<file path="src/rtl/math_box_pkg.sv">
// Shared definitions for the math-box divider: register window layout,
// control states and the address-width derivation.
package math_box_pkg;

    typedef enum logic [0:0] {
        IDLE = 1'b0,
        RUN  = 1'b1
    } state_e;

    // Address bits needed to cover dividend, divisor and status bytes.
    function automatic int aw_of(input int b);
        return $clog2(2 * b + 1);
    endfunction

    function automatic int dividend_base();
        return 0;
    endfunction

    function automatic int divisor_base(input int b);
        return b;
    endfunction

    function automatic int status_addr(input int b);
        return 2 * b;
    endfunction

endpackage

</file>
<file path="src/rtl/divider_unit_if.sv">
// CPU byte-window bus between the math-box sequencer and the divider.
interface divider_unit_if #(
    parameter int WIDTH = 16
);
    import math_box_pkg::*;

    localparam int AW = aw_of(WIDTH / 8);

    logic          wr_en;
    logic [AW-1:0] wr_addr;
    logic [7:0]    cpu_data_in;
    logic [AW-1:0] rd_addr;
    logic [7:0]    rd_data;

    modport master (
        output wr_en,
        output wr_addr,
        output cpu_data_in,
        output rd_addr,
        input  rd_data
    );

    modport slave (
        input  wr_en,
        input  wr_addr,
        input  cpu_data_in,
        input  rd_addr,
        output rd_data
    );

endinterface

</file>
<file path="src/rtl/divider_unit_div_step.sv">
// One restoring-division step: trial subtract, then shift either the
// difference or the untouched dividend, filling the LSB on a miss.
module div_step #(
    parameter int WIDTH    = 16,
    parameter int ONE_FILL = 1
) (
    input  logic [WIDTH-1:0] dvd_i,
    input  logic [WIDTH-1:0] div_i,
    output logic [WIDTH-1:0] dvd_o,
    output logic             carry_o
);

    logic [WIDTH:0]   sum;
    logic [WIDTH-1:0] fill;

    assign fill = {{(WIDTH-1){1'b0}}, (ONE_FILL != 0)};

    // Trial subtract via two's complement; carry out means dvd >= div.
    always_comb begin
        sum     = {1'b0, dvd_i} + {1'b0, ~div_i} + {{WIDTH{1'b0}}, 1'b1};
        carry_o = sum[WIDTH];
        if (carry_o) begin
            dvd_o = sum[WIDTH-1:0] << 1;
        end else begin
            dvd_o = (dvd_i << 1) | fill;
        end
    end

endmodule

</file>
<file path="src/rtl/divider_unit.sv">
// Fractional restoring divider with a byte-wide CPU register window.
// The divisor is snapshotted at start so later window writes only
// affect the next division.
module divider_unit
    import math_box_pkg::*;
#(
    parameter int WIDTH    = 16,
    parameter int STEP_DIV = 2,
    parameter int ONE_FILL = 1
) (
    input  logic             clk_6,
    input  logic             reset,
    divider_unit_if.slave    bus,
    output logic [WIDTH-1:0] quotient,
    output logic             busy,
    output logic             done,
    output logic             div_zero
);

    localparam int B  = WIDTH / 8;
    localparam int AW = aw_of(B);
    localparam int PW = 2;
    localparam int SW = $clog2(WIDTH) + 1;

    localparam logic [0:0]    S_IDLE  = 1'(IDLE);
    localparam logic [0:0]    S_RUN   = 1'(RUN);
    localparam logic [AW-1:0] A_START = AW'(dividend_base());
    localparam logic [AW-1:0] A_STAT  = AW'(status_addr(B));
    localparam logic [PW-1:0] PH_LAST = PW'(STEP_DIV - 1);
    localparam logic [SW-1:0] ST_LAST = SW'(WIDTH - 1);

    logic [0:0]       state_q, state_d;
    logic [PW-1:0]    phase_q, phase_d;
    logic [SW-1:0]    step_q, step_d;
    logic [WIDTH-1:0] dividend_q, dividend_d;
    logic [WIDTH-1:0] divisor_q, divisor_d;
    logic [WIDTH-1:0] snap_q, snap_d;
    logic [WIDTH-1:0] dvd_q, dvd_d;
    logic [WIDTH-1:0] quot_q, quot_d;
    logic             done_q, done_d;
    logic             dz_q, dz_d;
    logic [WIDTH-1:0] step_dvd;
    logic             step_carry;
    logic             start;

    div_step #(
        .WIDTH    (WIDTH),
        .ONE_FILL (ONE_FILL)
    ) u_div_step (
        .dvd_i   (dvd_q),
        .div_i   (snap_q),
        .dvd_o   (step_dvd),
        .carry_o (step_carry)
    );

    assign start = bus.wr_en && (bus.wr_addr == A_START);

    // Byte-lane updates of the dividend and divisor operand registers.
    always_comb begin
        dividend_d = dividend_q;
        divisor_d  = divisor_q;
        for (int i = 0; i < B; i++) begin
            if (bus.wr_en && bus.wr_addr == AW'(dividend_base() + i)) begin
                dividend_d[i*8 +: 8] = bus.cpu_data_in;
            end
            if (bus.wr_en && bus.wr_addr == AW'(divisor_base(B) + i)) begin
                divisor_d[i*8 +: 8] = bus.cpu_data_in;
            end
        end
    end

    // Start/restart, phase pacing and one step per STEP_DIV clocks.
    always_comb begin
        state_d = state_q;
        phase_d = phase_q;
        step_d  = step_q;
        snap_d  = snap_q;
        dvd_d   = dvd_q;
        quot_d  = quot_q;
        done_d  = done_q;
        dz_d    = dz_q;
        if (start) begin
            // The low byte comes straight off the bus since it lands this edge.
            state_d = S_RUN;
            phase_d = '0;
            step_d  = '0;
            quot_d  = '0;
            done_d  = 1'b0;
            dz_d    = (divisor_q == '0);
            snap_d  = divisor_q;
            dvd_d   = {dividend_q[WIDTH-1:8], bus.cpu_data_in};
        end else if (state_q == S_RUN) begin
            if (phase_q == PH_LAST) begin
                phase_d = '0;
                dvd_d   = step_dvd;
                quot_d  = {quot_q[WIDTH-2:0], step_carry};
                if (step_q == ST_LAST) begin
                    state_d = S_IDLE;
                    step_d  = '0;
                    done_d  = 1'b1;
                end else begin
                    step_d = step_q + SW'(1);
                end
            end else begin
                phase_d = phase_q + PW'(1);
            end
        end
    end

    // State and datapath registers, cleared asynchronously.
    always_ff @(posedge clk_6 or posedge reset) begin
        if (reset) begin
            state_q    <= S_IDLE;
            phase_q    <= '0;
            step_q     <= '0;
            dividend_q <= '0;
            divisor_q  <= '0;
            snap_q     <= '0;
            dvd_q      <= '0;
            quot_q     <= '0;
            done_q     <= 1'b0;
            dz_q       <= 1'b0;
        end else begin
            state_q    <= state_d;
            phase_q    <= phase_d;
            step_q     <= step_d;
            dividend_q <= dividend_d;
            divisor_q  <= divisor_d;
            snap_q     <= snap_d;
            dvd_q      <= dvd_d;
            quot_q     <= quot_d;
            done_q     <= done_d;
            dz_q       <= dz_d;
        end
    end

    // Combinational read window: quotient, residue, then status.
    always_comb begin
        bus.rd_data = 8'h00;
        for (int i = 0; i < B; i++) begin
            if (bus.rd_addr == AW'(i)) begin
                bus.rd_data = quot_q[i*8 +: 8];
            end
            if (bus.rd_addr == AW'(B + i)) begin
                bus.rd_data = dvd_q[i*8 +: 8];
            end
        end
        if (bus.rd_addr == A_STAT) begin
            bus.rd_data = {5'b0, dz_q, done_q, (state_q == S_RUN)};
        end
    end

    assign quotient = quot_q;
    assign busy     = (state_q == S_RUN);
    assign done     = done_q;
    assign div_zero = dz_q;

endmodule

</file>
<file path="src/flat_wrapper.sv">
// flat-port wrapper written by rule: the top's interface ports become plain ports
module divider_unit_flat import math_box_pkg::*;
#(
    parameter int WIDTH    = 16,
    parameter int STEP_DIV = 2,
    parameter int ONE_FILL = 1
)
  (clk_6, reset, quotient, busy, done, div_zero, bus_wr_en, bus_wr_addr, bus_cpu_data_in, bus_rd_addr, bus_rd_data);
  divider_unit_if #(.WIDTH(WIDTH)) bus_i ();
  input  logic clk_6;
  input  logic reset;
  output logic [WIDTH-1:0] quotient;
  output logic busy;
  output logic done;
  output logic div_zero;
  input wire logic [$bits(bus_i.wr_en)-1:0] bus_wr_en;
  input wire logic [$bits(bus_i.wr_addr)-1:0] bus_wr_addr;
  input wire logic [$bits(bus_i.cpu_data_in)-1:0] bus_cpu_data_in;
  input wire logic [$bits(bus_i.rd_addr)-1:0] bus_rd_addr;
  output wire logic [$bits(bus_i.rd_data)-1:0] bus_rd_data;
  assign bus_i.wr_en = bus_wr_en;
  assign bus_i.wr_addr = bus_wr_addr;
  assign bus_i.cpu_data_in = bus_cpu_data_in;
  assign bus_i.rd_addr = bus_rd_addr;
  assign bus_rd_data = bus_i.rd_data;
  divider_unit #(.WIDTH(WIDTH), .STEP_DIV(STEP_DIV), .ONE_FILL(ONE_FILL)) u_core (.clk_6(clk_6), .reset(reset), .bus(bus_i), .quotient(quotient), .busy(busy), .done(done), .div_zero(div_zero));
endmodule
</file>
<file path="config.mk">
export PLATFORM = sky130hd
export DESIGN_NAME = divider_unit_flat
export DESIGN_NICKNAME = d
export VERILOG_FILES = /design/src/rtl/math_box_pkg.sv /design/src/rtl/divider_unit_if.sv /design/src/rtl/divider_unit_div_step.sv /design/src/rtl/divider_unit.sv /design/src/flat_wrapper.sv
export SDC_FILE = /design/constraint.sdc
export NUM_CORES = 1
export LEC_CHECK = 0
export BUFFER_PORTS_ARGS = -buffer_cell sky130_fd_sc_hd__clkbuf_2
export CAP_MARGIN = 20
export CORE_ASPECT_RATIO = 0.9
export CORE_MARGIN = 4
export CORE_UTILIZATION = 35
export CTS_CLUSTER_SIZE = 8
export DETAILED_ROUTE_END_ITERATION = 6
export HOLD_SLACK_MARGIN = 0.08
export SYNTH_ARGS = -nofsm -noshare
export SYNTH_HDL_FRONTEND = slang
export SYNTH_SLANG_ARGS = --single-unit
</file>
<file path="constraint.sdc">
create_clock -name clk_6 -period 3.8 [get_ports clk_6]
set_clock_uncertainty 0.05 [all_clocks]
set_input_delay 0.19 -clock clk_6 [delete_from_list [all_inputs] [get_ports clk_6]]
set_output_delay 0.19 -clock clk_6 [all_outputs]
set_load 0.005 [all_outputs]
</file>
==> flow_summary_export.csv, run 1 <==
group,metric,value,unit
run_status,status,"finished clean",
synthesis,synthArstFlopShare,100.0,%
placement,dp_hpwl,8570,um
synthesis,synth-compound-area-share,17.82,%
routing,antenna_left,0,
die,start_util,36.34,%
routing,drt-total-wl,11820,um
cts,cts_sinks,82,
global_routing,grt_overflow,0,
synthesis,synth_cells,466,
cells_and_area,diodes,0,
setup_path,worstReg2RegStart,"u_core.dvd_q[0]",
placement,io_buffers,43,
global_routing,grt_first_pass_wirelength,19020,um
synthesis,synth_area_leaders,"dfrtp_1 (46%), nand2_1 (6.3%), mux2_2 (6.1%), o21ai_0 (4.8%), ha_1 (4.8%)",
global_routing,grt_pass1_vias,3549,
synthesis,synth_commonest_cells,"dfrtp_1 (82), nand2_1 (75), o21ai_0 (43), a21oi_1 (40), nor2_1 (34)",
synthesis,yosys.area_share.simple,14.29,%
job,cap_violations,0,
timing,slew_violations,0,
power,irDropWorstVdd,0.2928,mV
timing,period_share,70.19,%
die,die_height,115.1,um
global_routing,grt_max_degree,66,
synthesis,yosysSeqAreaShare,46.03,%
setup_path,required,4.01,ns
cts,clock-root-buffer,"clkbuf_16",
synthesis,syn_area_per_cell,9.567,um^2
global_routing,grt_use_total,16.53,%
synthesis,synth.distinct_cells,49,
routing,drt_iter0_drc,267,
placement,post-place-ws,1.138,ns
global_routing,antenna_found_initial,0,
cts,numCtsBuffers,9,
cts,cts_tree,"yes",
synthesis,synth_top_family_by_area,"compound AO/OA/AOI/OAI gates",
synthesis,yosysWarningCount,0,
synthesis,synth_edf_count,0,
setup_path,cp.arrival,2.88,ns
routing,via_count,3627,
cts,clock_latency,0.34,ns
synthesis,synthAdderAreaFrac,5.220,%
synthesis,muxShareOfSynthArea,10.16,%
cts,cts_buffer_depth,2,
routing,drt_pass1_iterations,6,
setup_path,endpoint_kind,"flop",
cells_and_area,num-fill-cells,1207,
cts,htree_levels,3,
timing,max_slew_margin,45.89,%
setup_path,cp_max_fo,6,
cells_and_area,syn2layout_area_growth,15.77,%
setup_path,start_kind,"flop",
cells_and_area,drive_gt1_share,19.77,%
hold_path,min_from,"bus_cpu_data_in[0]",
cts,cts_resized,0,
die,ioPinCount,44,
synthesis,yosys.area_share.xor_xnor,2.554,%
setup_path,startpoint,"u_core.dvd_q[0]",
synthesis,ys_ff_latch,82,
cts,postCtsSetupRepairBufs,0,
power,p_leak,2.303,nW
synthesis,synth_nets,501,
cells_and_area,instances_no_fill,671,
cells_and_area,seq_area,0.002052,mm^2
synthesis,synth.top_cell.area_share,46.03,%
setup_path,path_class,"flop to flop",
timing,finalWorstSetupSlack,1.133,ns
synthesis,syn_area,0.004458,mm^2
cells_and_area,fin_nets,541,
placement,place.gp.congestion,0.9124,
routing,wire_per_inst,17.61,um
routing,remaining_drc_errors,0,
hold_path,hp-class,"input port to flop",
timing,setup_tns,0,ns
timing,finalSetupViolCount,0,
cells_and_area,layout.cell_area.non_filler,0.005161,mm^2
cells_and_area,multiInputGateArea,0.002236,mm^2
synthesis,synth.most_common_cell,"dfrtp_1",
synthesis,yosysTopAreaCell,"dfrtp_1",
placement,place_inst,653,
cts,hold_buffers,1,
cts,path_clk_slew,0.06,ns
placement,placed_area,0.004825,mm^2
timing,final-hold-violation-count,0,
synthesis,synth-main-ff-cell,"dfrtp_1",
die,core-area,0.01227,mm^2
power,powerDensity,879.3,mW/mm^2
die,die_x,127.0,um
timing,worst_slew_pin_slew,0.8081,ns
die,die_area,0.01461,mm^2
die,rows,38,
routing,vias_per_cell,5.405,
timing,rsz0062_at_grt,"false",
timing,fmax,374.9,MHz
timing,min_period,2.667,ns
## path summary, 6_finish.rpt
path | cells past startpoint | endpoint | slack, ns
max in group asynchronous | 5 | u_core.snap_q[7] | 2.60
worst max-delay path | 11 | u_core.dvd_q[1] | 1.13
worst min register to register | 2 | u_core.snap_q[0] | 0.44
worst min-delay path | 2 | u_core.dividend_q[8] | 0.11
worst max register to register | 11 | u_core.dvd_q[1] | 1.13
min in group asynchronous | 3 | u_core.quotient[7] | 0.23
## routing by layer
layer	up-vias	wire [um]	GRT usage, %
li1	1732	-	-
met1	1796	5560	23.37
met3	14	499	2.462
met2	85	5580	26.02
met5	-	0	0
met4	0	178	5.933
## power breakdown
part | switching, mW | internal [mW] | total (mW)
clock network | 0.329 | 0.544 | 0.874
registers | 0.310 | 1.16 | 1.47
logic | 1.25 | 0.942 | 2.19
total | 1.89 | 2.65 | 4.54
## area by class of cell
cell class	instances	share of cell area [%]
inverter	19	1.406
sequential	82	39.76
timing repair buffer	51	5.842
tap	160	3.879
multi-input combinational	343	43.32
clock inverter	2	0.6788
clock buffer	14	5.115
## placed cells by master (no fill, tap or decap), types with 2 or more instances in the layout
master     instances
a211oi_1           2
a21o_1             4
a21oi_1           40
a22oi_1           17
a31oi_1            3
a32oi_1            2
a41oi_1            2
buf_4              5
clkbuf_1           3
clkbuf_16          9
clkbuf_2          43
clkbuf_8           2
clkinv_2           2
dfrtp_1           82
ha_1              17
inv_1             18
mux2_2            24
mux2i_1            7
mux4_2             5
nand2_1           75
nand2b_1           4
nand4_1            3
nor2_1            34
nor2b_1            9
nor3_1             5
nor3b_2            2
nor4_1             4
o21a_1             5
o21ai_0           43
o22ai_1            2
o31a_1             2
or3_1              2
xnor2_1            7
xor2_1             6
## metrics by stage
step                      power, mW  utilization (%)  hold WS (ns)
after floorplan               3.055                -        0.2906
after CTS                     4.536            41.85        0.1110
final                         4.538            42.07        0.1131
after global routing          4.911            42.07        0.1259
after global placement        3.589            39.24        0.3925
after detailed placement      3.646            39.33        0.4012
## flip-flops by register name (all words and copies together) (netlist names)
signal             cells
u_core.dividend_q      8
u_core.step_q          5
u_core.div_zero        1
u_core.divisor_q      16
u_core.phase_q         2
u_core.quotient       16
u_core.dvd_q          16
u_core.done            1
u_core.snap_q         16
u_core.busy            1
## worst max-delay path: stages, from the launching register on
cell and delay, ns:
dfrtp_1 0.38, inv_1 0.05, ha_1 0.22, fa_1 0.38
nand2b_1 0.20, a21oi_2 0.20, o21ai_2 0.11, a211oi_1 0.45
buf_4 0.24, nor2b_1 0.14, a21oi_1 0.04, o21ai_0 0.14
## cells by family (layout without fill, tap and decap cells)
group / after synthesis / count (layout)
AND/OR/NAND/NOR: 144 / 144
XOR/XNOR: 13 / 13
buffers and inverters: 41 / 86
flip-flops: 82 / 82
multiplexers: 36 / 36
AO/OA/AOI/OAI: 132 / 132
adder cells (fa/ha/maj): 18 / 18
Note: power is estimated with default switching activity, not from simulation.
==> run 2: changes to the inputs <==
clock period = 2.2 ns   (was 3.8 ns; I/O delays follow)
==> flow_summary_export.csv, run 2 (synthesis results as in run 1) <==
group,metric,value,unit
setup_path,path_class,"flop to flop",
timing,finalSetupViolCount,13,
timing,final-hold-violation-count,0,
cts,numCtsBuffers,9,
timing,max_slew_margin,51.55,%
die,core-area,0.01227,mm^2
timing,fmax,428.4,MHz
setup_path,cp.arrival,2.50,ns
cells_and_area,fin_nets,596,
cts,htree_levels,3,
power,irDropWorstVdd,0.7269,mV
setup_path,required,2.37,ns
die,die_x,127.0,um
die,die_height,115.1,um
routing,remaining_drc_errors,0,
setup_path,cp_slowest_cell,"dfrtp_1",
placement,io_buffers,43,
hold_path,hp-class,"input port to flop",
routing,antenna_left,0,
power,powerDensity,1632,mW/mm^2
setup_path,cpPeakStageDelay,0.40,ns
cts,path_clk_slew,0.06,ns
routing,drt-total-wl,13070,um
cells_and_area,utilization,47.30,%
routing,via_count,3997,
cells_and_area,syn2layout_area_growth,30.14,%
timing,slew_violations,0,
cells_and_area,most-common-layout-cells,"dfrtp_1 (82), nand2_1 (75), buf_4 (51), clkbuf_2 (43)",
routing,wire_per_inst,18.01,um
timing,min_period,2.334,ns
timing,finalWorstSetupSlack,-0.1343,ns
setup_path,crit_chain,"ha_2 > fa_2 > nand2b_4 > a21oi_4 > o21ai_4 > a21o_1 > and2_4 > a222oi_1 > o21ai_1",
timing,rsz0062_at_grt,"true",
setup_path,cp_max_fo,8,
power,p_leak,2.581,nW
placement,dp_hpwl,9437,um
cts,cts_tree,"yes",
cells_and_area,diodes,0,
cts,clock_latency,0.35,ns
cells_and_area,layout_commonest_cell,"dfrtp_1",
setup_path,start_kind,"flop",
global_routing,antenna_found_initial,0,
die,die_area,0.01461,mm^2
timing,worst_slew_pin_slew,0.7236,ns
setup_path,endpoint_kind,"flop",
cts,cts_buffer_depth,2,
cts,cts_sinks,82,
die,start_util,36.34,%
cts,clock-root-buffer,"clkbuf_16",
die,rows,38,
cells_and_area,drive_gt1_share,31.98,%
die,ioPinCount,44,
run_status,violations,"setup timing",
global_routing,grt_max_degree,44,
routing,drt_iter0_drc,335,
global_routing,grt_overflow,0,
timing,setup_tns,-0.9291,ns
global_routing,grt_pass1_vias,3896,
job,cap_violations,0,
global_routing,grt_use_total,18.39,%
placement,place.gp.congestion,0.9344,
run_status,status,"finished with violations",
timing,hold_ws,0.2357,ns
timing,period_share,106.1,%
routing,drt_pass1_iterations,5,
global_routing,grt_first_pass_wirelength,20820,um
routing,vias_per_cell,5.506,
## run 2: cell types whose count changed in the layout (fill, tap and decap cells not counted), sizes merged
cell	previous run	this run
buf	7	54
clkinvlp	0	3
clkbuf	57	55
dlygate4sd3	1	9
clkinv	2	1
## run 2: power breakdown
group	total, mW	leakage, nW	internal (mW)	switching [mW]
clock network	1.55	0.145	0.939	0.610
registers	2.40	1.02	2.01	0.387
logic	5.52	1.41	2.56	2.96
total	9.47	2.58	5.51	3.96
## run 2: layout make-up
class                      instances  area (um^2)
sequential                        82         2052
clock inverter                     4        50.05
timing repair buffer             106        739.5
tap                              160        200.2
multi-input combinational        343         2429
fill                            1166         6465
clock buffer                      12        256.5
inverter                          19        75.07
## run 2: worst max-delay path, delay by kind of cell (launching register included)
family                   cells  cell delay (ns)
AO/OA/AOI/OAI                5             0.86
adder cells (fa/ha/maj)      2             0.54
flip-flops                   1             0.40
AND/OR/NAND/NOR              2             0.35
## run 2: stage by stage
| stage | power, mW | cell area, um^2 | setup WS, ns | std cells |
|---|---|---|---|---|
| final | 9.468 | 5802 | -0.1343 | 726 |
| after global routing | 10.11 | 5802 | -0.2553 | 726 |
| after CTS | 8.812 | 5624 | -0.08758 | 721 |
| after detailed placement | 6.956 | 5154 | -0.1327 | 691 |
| after global placement | 6.876 | 5154 | -0.03852 | 691 |
| after floorplan | 5.346 | 4483 | -0.1964 | 466 |
## run 2: metal layers
layer  vias up  part of all wire, %  GRT usage, %  routed length (um)
li1       1832                    -             -                   -
met4         0                  2.2         5.933                 282
met3        23                  6.2         4.505                 805
met1      2005                   45         25.56                5884
met2       137                   47         28.46                6102
met5         -                    0             0                   0
## run 2: final timing paths
path                                  start                  end  slack [ns]  cells past startpoint
setup / recovery           u_core.snap_q[0]      u_core.dvd_q[8]       -0.13                      9
hold / removal               bus_wr_addr[0]  u_core.divisor_q[5]        0.24                      3
setup reg to reg           u_core.snap_q[0]      u_core.dvd_q[8]       -0.13                      9
hold reg to reg            u_core.step_q[4]     u_core.step_q[4]        0.46                      2
max in group asynchronous             reset  u_core.divisor_q[1]        1.20                      4
min in group asynchronous             reset   u_core.quotient[5]        0.34                      3
## run 2: repair_timing
item                       CTS  global route
buffers inserted             5             5
resized for setup           12            30
pin swaps                    9             8
hold buffers                 9             0
setup endpoints to repair   16            16
hold endpoints to repair    52             0
==> run 3: changes to the inputs <==
BUFFER_PORTS_ARGS = default   (was -buffer_cell sky130_fd_sc_hd__clkbuf_2)
DONT_BUFFER_PORTS = 1   (was default)
==> flow_summary_export.csv, run 3 (synthesis results as in run 1) <==
group,metric,value,unit
placement,dp_hpwl,9245,um
run_status,status,"finished with violations",
placement,placed_area,0.004926,mm^2
setup_path,rrSetupSlack,-0.12,ns
timing,rsz0062_at_grt,"true",
timing,min_period,2.325,ns
cts,numCtsBuffers,9,
setup_path,cp.arrival,2.49,ns
timing,final-hold-violation-count,0,
cts,path_clk_slew,0.06,ns
timing,max_slew_margin,56.61,%
timing,finalSetupViolCount,14,
placement,post-place-ws,-0.06989,ns
cells_and_area,layout_commonest_cell,"dfrtp_1",
run_status,violations,"setup timing",
timing,worst_slew_pin_slew,0.6480,ns
die,rows,38,
setup_path,cp_max_fo,8,
global_routing,grt_first_pass_wirelength,20200,um
cells_and_area,drive_gt1_share,22.94,%
routing,remaining_drc_errors,0,
global_routing,grt_overflow,0,
cts,cts_buffer_depth,2,
timing,fmax,430.2,MHz
global_routing,grt_use_total,17.70,%
cells_and_area,syn2layout_area_growth,22.79,%
power,irDropWorstVdd,0.7005,mV
setup_path,path_class,"flop to flop",
cts,cts_tree,"yes",
timing,slew_violations,0,
routing,drt-total-wl,12680,um
cells_and_area,utilization,44.62,%
hold_path,hp-class,"input port to flop",
cts,cts_sinks,82,
job,cap_violations,0,
setup_path,required,2.37,ns
die,core-area,0.01227,mm^2
routing,wire_per_inst,18.54,um
setup_path,endpoint_kind,"flop",
cts,clock_latency,0.34,ns
cells_and_area,fin_nets,554,
die,die_x,127.0,um
routing,drt_iter0_drc,231,
cts,htree_levels,3,
placement,io_buffers,0,
routing,drt_pass1_iterations,5,
global_routing,grt_max_degree,40,
cts,clock-root-buffer,"clkbuf_16",
routing,vias_per_cell,5.482,
routing,antenna_left,0,
die,start_util,36.34,%
cells_and_area,most-common-layout-cells,"dfrtp_1 (82), nand2_1 (75), buf_4 (49), a21oi_1 (36), nor2_1 (34)",
power,p_leak,2.375,nW
timing,finalWorstSetupSlack,-0.1247,ns
global_routing,antenna_found_initial,1,
cells_and_area,layout.cell_area.non_filler,0.005474,mm^2
global_routing,grt_pass1_vias,3683,
routing,via_count,3750,
placement,place.gp.congestion,0.9151,
timing,period_share,105.7,%
setup_path,start_kind,"flop",
die,ioPinCount,44,
die,die_height,115.1,um
power,finalPower,8.763,mW
die,die_area,0.01461,mm^2
power,powerDensity,1601,mW/mm^2
## run 3: cell count changes in the layout (fill, tap and decap cells not counted), sizes merged, moves of 2 or more
| cell | change |
|---|---|
| buf | -4 |
| clkbuf | -45 |
| clkinv | +2 |
| dlygate4sd3 | +4 |
## run 3: cell type report
cell class | instances | area [um^2]
Inverter | 19 | 75.07
Clock buffer | 10 | 229.0
Tap cell | 160 | 200.2
Antenna cell | 1 | 2.502
Timing Repair Buffer | 63 | 518.0
Clock inverter | 5 | 56.30
Sequential cell | 82 | 2052
Fill cell | 1205 | 6793
Multi-Input combinational cell | 344 | 2341
## run 3: worst paths after layout
| check | startpoint | end | depth (start not counted) |
|---|---|---|---|
| max in group asynchronous | reset | u_core.snap_q[7] | 3 |
| max | u_core.dvd_q[1] | u_core.dvd_q[8] | 9 |
| min | bus_wr_addr[1] | u_core.snap_q[14] | 3 |
| min in group asynchronous | reset | u_core.quotient[12] | 2 |
| max reg2reg | u_core.dvd_q[1] | u_core.dvd_q[8] | 9 |
| min reg2reg | u_core.snap_q[0] | u_core.snap_q[0] | 2 |
## run 3: report_power, final
part	internal (mW)	total (mW)	switching, mW
registers	2.01	2.46	0.446
clock network	0.871	1.48	0.613
logic	2.25	4.82	2.58
total	5.13	8.76	3.64
## run 3: per-stage QoR
step                hold slack [ns]  setup TNS, ns  std cells
floorplan                    0.2106        -0.6772        466
global placement            0.03882        -0.4512        648
detailed placement          0.03806        -0.2268        648
CTS                          0.1402        -0.2475        679
global route                 0.1650         -2.233        684
finish                       0.1477         -1.089        684
## run 3: per-layer routing
layer	wire (um)	share of wire [%]	global-route usage, %
met1	5846	46	24.97
met2	5797	46	27.19
met3	847	6.7	4.738
met4	189	1.5	4.575
met5	0	0	0
## run 3: worst max-delay path, cell delays in order (launching register included)
cell and delay (ns):
dfrtp_1 0.44, inv_1 0.11, fa_2 0.41, nand2b_4 0.17, a21oi_4 0.14, o21ai_2 0.09
a21o_1 0.22, and2_4 0.20, a222oi_1 0.26, o21ai_1 0.10
## run 3: what timing repair did
item	in CTS	in global routing
buffers inserted	2	5
resized for setup	6	18
pin swaps	2	9
hold endpoints to repair	57	0
endpoints found under the setup margin	14	16
hold buffers	13	0
cloned	1	0
